[config.mk]
export PLATFORM = sky130hd
export DESIGN_NAME = comparador_serial
export DESIGN_NICKNAME = d
export VERILOG_FILES = /design/src/rtl/comparador_pkg.sv /design/src/rtl/comparador_serial.sv
export SDC_FILE = /design/constraint.sdc
export NUM_CORES = 1
export LEC_CHECK = 0
export BUFFER_PORTS_ARGS = -buffer_cell sky130_fd_sc_hd__buf_2
export CAP_MARGIN = 20
export CORE_MARGIN = 1
export CORE_UTILIZATION = 30
export DETAILED_ROUTE_END_ITERATION = 10
export GPL_TIMING_DRIVEN = 0
export PLACE_DENSITY = 0.47
export REMOVE_ABC_BUFFERS = 1
export SLEW_MARGIN = 25
export SYNTH_ARGS = -nofsm -noshare
export SYNTH_HDL_FRONTEND = slang
export SYNTH_SLANG_ARGS = --single-unit
[constraint.sdc]
create_clock -name clk -period 2.65 [get_ports clk]
set_input_delay 0.1325 -clock clk [delete_from_list [all_inputs] [get_ports clk]]
set_output_delay 0.1325 -clock clk [all_outputs]
set_load 0.03 [all_outputs]
[src/rtl/comparador_pkg.sv]
// Shared types and width helpers for the serial magnitude comparator.
package comparador_pkg;

    // Legal operand width range.
    localparam int unsigned LARGURA_MIN = 2;
    localparam int unsigned LARGURA_MAX = 32;

    // FSM state encoding. Kept as plain constants so older tools can still read it.
    typedef logic [0:0] estado_t;

    localparam estado_t OCIOSO  = 1'b0;
    localparam estado_t COMPARA = 1'b1;

    // Width of the cycle counter, which must hold values 0..largura.
    function automatic int unsigned largura_ciclos(input int unsigned largura);
        return $clog2(largura + 1);
    endfunction

    // Width of the bit-index counter, which must hold values 0..largura-1.
    function automatic int unsigned largura_indice(input int unsigned largura);
        return (largura > 1) ? $clog2(largura) : 1;
    endfunction

endpackage : comparador_pkg

[src/rtl/comparador_serial.sv]
// Serial MSB-first magnitude comparator with a start/valid handshake and
// a runtime unsigned / signed (two's complement) mode. Stops on the first
// differing bit, so latency is 1..LARGURA cycles after accept.
module comparador_serial
    import comparador_pkg::*;
#(
    parameter int unsigned LARGURA = 8
) (
    input  logic                                clk,
    input  logic                                rst,
    input  logic                                inicio,
    input  logic                                com_sinal,
    input  logic [LARGURA-1:0]                  a,
    input  logic [LARGURA-1:0]                  b,
    output logic                                ocupado,
    output logic                                valido,
    output logic                                maior,
    output logic                                menor,
    output logic                                igual,
    output logic [largura_ciclos(LARGURA)-1:0]  ciclos
);

    localparam int unsigned CW = largura_ciclos(LARGURA);
    localparam int unsigned IW = largura_indice(LARGURA);

    // Index of the sign bit, where the first examined bit lives.
    localparam logic [IW-1:0] IDX_MSB = IW'(LARGURA - 1);

    // State and datapath registers.
    estado_t              estado_q,  estado_d;
    logic [LARGURA-1:0]   a_q,       a_d;
    logic [LARGURA-1:0]   b_q,       b_d;
    logic                 sinal_q,   sinal_d;
    logic [IW-1:0]        idx_q,     idx_d;
    logic                 ocupado_q, ocupado_d;
    logic                 valido_q,  valido_d;
    logic                 maior_q,   maior_d;
    logic                 menor_q,   menor_d;
    logic                 igual_q,   igual_d;
    logic [CW-1:0]        ciclos_q,  ciclos_d;

    // Per-cycle decision terms derived from the shift-register heads.
    logic                 bit_a_c;
    logic                 bit_b_c;
    logic                 difere_c;
    logic                 inverte_c;
    logic                 ultimo_c;

    // Heads of the shift registers and the polarity rule for the sign bit.
    assign bit_a_c   = a_q[LARGURA-1];
    assign bit_b_c   = b_q[LARGURA-1];
    assign difere_c  = bit_a_c ^ bit_b_c;
    assign inverte_c = sinal_q && (idx_q == IDX_MSB);
    assign ultimo_c  = (idx_q == '0);

    // State register plus all datapath and result registers.
    always_ff @(posedge clk or posedge rst) begin
        if (rst) begin
            estado_q  <= OCIOSO;
            a_q       <= '0;
            b_q       <= '0;
            sinal_q   <= 1'b0;
            idx_q     <= '0;
            ocupado_q <= 1'b0;
            valido_q  <= 1'b0;
            maior_q   <= 1'b0;
            menor_q   <= 1'b0;
            igual_q   <= 1'b0;
            ciclos_q  <= '0;
        end else begin
            estado_q  <= estado_d;
            a_q       <= a_d;
            b_q       <= b_d;
            sinal_q   <= sinal_d;
            idx_q     <= idx_d;
            ocupado_q <= ocupado_d;
            valido_q  <= valido_d;
            maior_q   <= maior_d;
            menor_q   <= menor_d;
            igual_q   <= igual_d;
            ciclos_q  <= ciclos_d;
        end
    end

    // Next-state and result logic; everything holds unless a transition acts.
    always_comb begin
        estado_d  = estado_q;
        a_d       = a_q;
        b_d       = b_q;
        sinal_d   = sinal_q;
        idx_d     = idx_q;
        ocupado_d = ocupado_q;
        valido_d  = 1'b0;
        maior_d   = maior_q;
        menor_d   = menor_q;
        igual_d   = igual_q;
        ciclos_d  = ciclos_q;

        case (estado_q)
            OCIOSO: begin
                // Accept: snapshot operands and mode, clear the previous result.
                if (inicio) begin
                    a_d       = a;
                    b_d       = b;
                    sinal_d   = com_sinal;
                    idx_d     = IDX_MSB;
                    maior_d   = 1'b0;
                    menor_d   = 1'b0;
                    igual_d   = 1'b0;
                    ciclos_d  = '0;
                    ocupado_d = 1'b1;
                    estado_d  = COMPARA;
                end
            end

            COMPARA: begin
                ciclos_d = ciclos_q + CW'(1);
                if (difere_c) begin
                    // First differing bit decides; the sign bit reads inverted in signed mode.
                    if (bit_a_c ^ inverte_c) begin
                        maior_d = 1'b1;
                    end else begin
                        menor_d = 1'b1;
                    end
                    valido_d  = 1'b1;
                    ocupado_d = 1'b0;
                    estado_d  = OCIOSO;
                end else if (ultimo_c) begin
                    // Every bit matched.
                    igual_d   = 1'b1;
                    valido_d  = 1'b1;
                    ocupado_d = 1'b0;
                    estado_d  = OCIOSO;
                end else begin
                    // Bits match so far: bring the next bit to the head.
                    a_d   = {a_q[LARGURA-2:0], 1'b0};
                    b_d   = {b_q[LARGURA-2:0], 1'b0};
                    idx_d = idx_q - IW'(1);
                end
            end

            default: begin
                estado_d  = OCIOSO;
                ocupado_d = 1'b0;
            end
        endcase
    end

    // All outputs come straight from registers.
    assign ocupado = ocupado_q;
    assign valido  = valido_q;
    assign maior   = maior_q;
    assign menor   = menor_q;
    assign igual   = igual_q;
    assign ciclos  = ciclos_q;

endmodule : comparador_serial

==> results of run 1 <==
-- cells in the mapped netlist, types with 2 or more instances --
cell type  count  area [sq um]
dfrtp_1       30           751
nand2b_1      16           100
nor2_1         8          30.0
o221a_1        8          90.1
inv_1          6          22.5
nand2_1        6          22.5
o221a_2        6          67.6
ha_1           4          50.1
nand3_1        4          20.0
o21ai_0        4          20.0
a221o_1        2          20.0
a31o_2         2          17.5
and2_1         2          12.5
buf_6          2          22.5
clkbuf_1       2          7.51
mux2i_1        2          20.0
-- cell families (layout without fill, tap and decap cells) --
kind of cell    count (synthesis)  count (layout)  synth area share, %
mux                             3               3                 2.50
xor+xnor                        3               3                 2.41
simple gates                   41              41                 15.8
buf+inv                        11              44                 4.10
flops                          30              30                 53.5
compound gates                 26              26                 18.2
fa+ha+maj                       4               4                 3.57
-- routing by layer --
| metal | wire length [microns] | track usage [%] |
|---|---|---|
| met2 | 1310 | 19.8 |
| met5 | 0 | 0 |
| met4 | 37 | 4.67 |
| met3 | 129 | 3.46 |
| met1 | 1280 | 14.2 |
-- state kept, by name, indices dropped and copies added (netlist names) --
name and flops:
a_q 8, b_q 8, ciclos 4, idx_q 3, estado_q 1, igual 1, maior 1, menor 1
ocupado 1, sinal_q 1, valido 1
-- worst max-delay path, delay by kind of cell (launching register included) --
kind	cells	cell delay, ns
compound gates	1	0.42
xor+xnor	1	0.35
flops	1	0.44
simple gates	1	0.41
-- through the flow --
| step | instance area (sq um) | setup slack (ns) | hold slack (ns) | cells | utilization (%) |
|---|---|---|---|---|---|
| 6_report | 1690 | 0.916 | 0.0589 | 203 | 38.3 |
| 5_1_grt | 1690 | 0.778 | 0.0855 | 203 | 38.3 |
| 4_1_cts | 1690 | 0.897 | 0.0545 | 203 | 38.3 |
| 3_5_place_dp | 1590 | 0.905 | 0.261 | 194 | 36.0 |
| 3_3_place_gp | 1570 | 0.330 | 0.339 | 193 | 35.7 |
| 2_1_floorplan | 1370 | 0.891 | 0.223 | 113 | - |
-- power groups by stage --
stage                     clock (uW)  sequential, uW  combinational (uW)
after floorplan                    0             903                 575
after global placement             0             846                 848
after detailed placement           0             853                 869
after CTS                        388             845                 879
after global routing             408             875                 951
final                            373             843                 867
-- timing repair --
item	CTS	global route
setup endpoints to repair	0	0
endpoints found under the hold margin	30	0
buffers inserted	0	0
hold buffers	1	0
-- final cells by class --
type | count | area (sq um)
Clock buffer | 7 | 86.3
Clock inverter | 1 | 5.00
Fill cell | 434 | 2730
Inverter | 6 | 22.5
Multi-Input combinational cell | 77 | 598
Sequential cell | 30 | 751
Tap cell | 52 | 65.1
Timing Repair Buffer | 30 | 161
-- worst max-delay path by stage --
stage,startpoint,end,slack [ns],cells past startpoint
final,b_q[7],a_q[1],0.92,3
after global routing,b_q[7],a_q[1],0.78,3
after CTS,b_q[7],a_q[1],0.90,3
after detailed placement,b_q[7],a_q[1],0.91,3
after global placement,estado_q,a_q[5],0.33,3
after floorplan,estado_q,a_q[1],0.89,3
==> results.yml, run 1 <==
status:
  status: "finished, final reports clean"
clock_network:
  cts_max_level: 2
  cts_tree: "yes"
  cts_buffers: 5
  cts_resized: 0
  cts_sinks: 30
  clk_path_buf_depth: 2
  clk_transition_reported_paths_ns: 0.06
  root_buffer: "clkbuf_8"
  clk-insertion-delay-late_ns: 0.28
critical_path:
  end_kind: "flop"
  critical_path_class: "reg -> reg"
  crit_slowest_cell: "dfrtp_1"
  critPathLaunchType: "flop"
  slowest_delay_ns: 0.44
  r2r-start: "b_q[7]"
  reg2reg_depth: 3
  cp_data_required_time_ns: 2.81
  cp.arrival_ns: 1.90
  r2r-end: "a_q[1]"
  reg2reg_setup_slack_ns: 0.92
  cp_max_fo: 18
  path_cells: "xnor2_2 -> nand3_2 -> o221a_2"
detailed_routing:
  first_pass_iters: 4
  wirelength_microns: 2760
  drt_iter0_drc: 76
  drc: 0
  vias_per_cell: 4.87
  wl_per_cell_microns: 13.6
  ant_nets: 0
  num_vias: 989
die:
  die_x_microns: 70.4
  die_y_microns: 70.4
  initial_core_util_pct: 31.8
  dieArea_sq_um: 4960
  pin_count: 29
  fp-row-count: 24
  coreArea_sq_um: 4410
grt:
  grt_max_degree: 31
  antenna_found_initial: 0
  grt_pass1_wl_microns: 4540
  grt.total_usage_pct: 11.8
  grt_pass1_vias: 971
  grt_overflow_total: 0
pwr:
  leakage_uw: 0.000791
  p_int_uw: 1280
  pwr-share-seq_pct: 40.5
  power.switching_uw: 803
  finalPower_uw: 2080
  combPwrFrac_pct: 41.6
  ir_drop_mv: 0.348
  power_density_nw_per_um2: 1230
  power_frac_clock_pct: 17.9
  switching_share_pct: 38.5
sta:
  worstMarginPinSlew_ns: 0.634
  finalCritPeriodShare_pct: 65.4
  relSlewSlack_pct: 57.7
  period_minus_slack_ns: 1.73
  slew_violations: 0
  grt_setup_unrepaired: "false"
  fmax_mhz: 577
  setup_viol_count_final: 0
  finClkSkew_ns: 0.00414
  finalSetupTns_ns: 0
  hold_violations: 0
yosys:
  async_flop_share_pct: 100
  yosysUniqueCellTypes: 30
  syn-mean-instance-area_sq_um: 11.9
  synth_ff_type: "dfrtp_1"
  ys_seq_elements: 30
  ys_seq_area_share_pct: 53.5
  synth_edf_count: 0
  syn_inst: 118
  syn-cell-area_sq_um: 1400
  synth_warnings: 0
final_layout:
  drive_gt1_share_pct: 33.1
  nets: 174
  final_common_cell: "dfrtp_1"
  area_growth_pct: 20.3
  antenna_cells: 0
  final_cell_mix: "dfrtp_1 (30), buf_2 (28), nand2b_1 (16), nor2_1 (8), o221a_1 (8)"
place:
  post-dp-hpwl_microns: 1910
  gp_congestion: 0.749
  port_buffers: 28
hold_path:
  worstHoldPathCells: 3
  min_from: "com_sinal"
  min_path_type: "in -> reg"
  hold-path-endpoint: "sinal_q"
job:
  cap_violations: 0
Power figures use the tool's default switching activity.
==> run 2, diff against run 1 <==
PLACE_DENSITY = 0.49   (was 0.47)
clock period = 1.5 ns   (was 2.65 ns; I/O delays follow)
==> run 2 against run 1 <==
Compared with the run above:
- die area unchanged
- total power up 100%
- via count up 9.2%
- final cell count up 5.9%
- routed wire length up 16%
- sequential share of layout area down 3.6 points
- global-route usage up 2.3 points
- sequential cell count unchanged
- clock skew up 0.0039 ns
- critical endpoint is now idx_q[0]
==> results.yml, run 2 (synthesis gave the netlist of run 1 again) <==
final_layout:
  antenna_cells: 0
  nets: 186
  postLayoutCoreUtil_pct: 41.8
  final_cell_mix: "buf_2 (28), dfrtp_1 (27), nand2b_1 (15), buf_4 (9)"
  final_common_cell: "buf_2"
  drive_gt1_share_pct: 41.7
  nFillCells: 442
  area_growth_pct: 31.6
status:
  status: "finished, final reports clean"
pwr:
  leakage_uw: 0.000854
  power_density_nw_per_um2: 2270
  ir_drop_mv: 0.869
critical_path:
  critPathLaunchType: "flop"
  end_kind: "flop"
  crit_start: "a_q[7]"
  r2r-start: "a_q[7]"
  cp_data_required_time_ns: 1.66
  cp_max_fo: 8
  reg2reg_depth: 4
  cp.arrival_ns: 1.62
  critical_path_class: "reg -> reg"
detailed_routing:
  ant_nets: 0
  drc: 0
  first_pass_iters: 4
  wirelength_microns: 3190
  drt_iter0_drc: 63
  num_vias: 1080
  wl_per_cell_microns: 14.8
  vias_per_cell: 5.02
sta:
  finClkSkew_ns: 0.00800
  worstMarginPinSlew_ns: 0.644
  setup_viol_count_final: 0
  slew_violations: 0
  fmax_mhz: 684
  relSlewSlack_pct: 57.0
  hold_violations: 0
  grt_setup_unrepaired: "false"
  finalCritPeriodShare_pct: 97.5
  holdWs_ns: 0.102
  period_minus_slack_ns: 1.46
grt:
  top_usage_layer: "met2"
  grt_overflow_total: 0
  grt_pass1_vias: 1118
  grt.total_usage_pct: 14.2
  grt_pass1_wl_microns: 5390
  gr-usage-met2_pct: 24.0
  antenna_found_initial: 0
  met1_usage_pct: 17.4
  grt_max_degree: 31
  grt_use_met3_pct: 4.91
clock_network:
  cts_buffers: 5
  root_buffer: "clkbuf_8"
  cts_tree: "yes"
  cts_max_level: 2
  clk-insertion-delay-late_ns: 0.28
  clk_path_buf_depth: 2
  clk_transition_reported_paths_ns: 0.06
  cts_sinks: 30
die:
  fp-row-count: 24
  die_x_microns: 70.4
  coreArea_sq_um: 4410
  pin_count: 29
  initial_core_util_pct: 31.8
  dieArea_sq_um: 4960
  die_y_microns: 70.4
hold_path:
  min_from: "a[0]"
  worstHoldPathCells: 3
  min_path_type: "in -> reg"
place:
  port_buffers: 28
  post-dp-hpwl_microns: 1910
  gp_congestion: 0.700
job:
  cap_violations: 0
## run 2: cell types whose count changed in the layout (fill, tap and decap cells not counted), sizes merged
cell / delta
dlygate4sd3: +1
nor2b: +1
nand3: +1
buf: +8
a31o: +1
## run 2: what timing repair did
item                       4_1_cts  5_1_grt
cloned                           3        0
hold endpoints to repair        31        0
setup endpoints to repair       22       16
hold buffers                     2        0
setup buffers                    5        4
pin swaps                        2        1
gates resized for setup         10        4
## run 2: metrics by stage
step / total power, uW / setup TNS, ns / instances / instance area [sq um] / worst slack (ns)
detailed placement: 3050 / -6.58 / 193 / 1580 / -0.390
floorplan: 2610 / -4.20 / 113 / 1370 / -0.259
finish: 4200 / 0 / 215 / 1850 / 0.0370
global placement: 2980 / -15.78 / 193 / 1570 / -0.810
global route: 4510 / 0 / 215 / 1850 / 0.00442
CTS: 4130 / 0 / 211 / 1800 / 0.0153
## run 2: layout make-up
type / instances / area [sq um] / area share (%)
Multi-Input combinational cell: 80 / 686 / 37.1
Clock buffer: 7 / 86.3 / 4.67
Tap cell: 52 / 65.1 / 3.52
Inverter: 6 / 22.5 / 1.22
Sequential cell: 30 / 754 / 40.9
Clock inverter: 1 / 5.00 / 0.271
Timing Repair Buffer: 39 / 228 / 12.3
## run 2: power by group
group | switching, uW | leakage (uW) | internal [uW]
clock network | 294 | 0.0000482 | 370
logic | 974 | 0.000456 | 1010
registers | 359 | 0.000349 | 1190
## run 2: worst max-delay path: stages (launching register included)
cell     delay (ns)
dfrtp_2        0.45
xnor2_4        0.20
buf_4          0.16
a31o_4         0.27
mux2_4         0.26
## run 2: per-layer routing
layer | part of all wire [%] | wire, microns | vias up
li1 | - | - | 516
met1 | 47 | 1490 | 536
met2 | 48 | 1540 | 26
met3 | 4.4 | 139 | 2
met4 | 0.41 | 13 | 0
met5 | 0 | 0 | -
## run 2: worst paths after layout
kind	slack, ns	to
setup reg to reg	0.04	idx_q[0]
setup / recovery	0.04	idx_q[0]
min in group asynchronous	0.43	a_q[2]
max in group asynchronous	0.60	b_q[7]
hold reg to reg	0.50	igual
hold / removal	0.10	a_q[0]
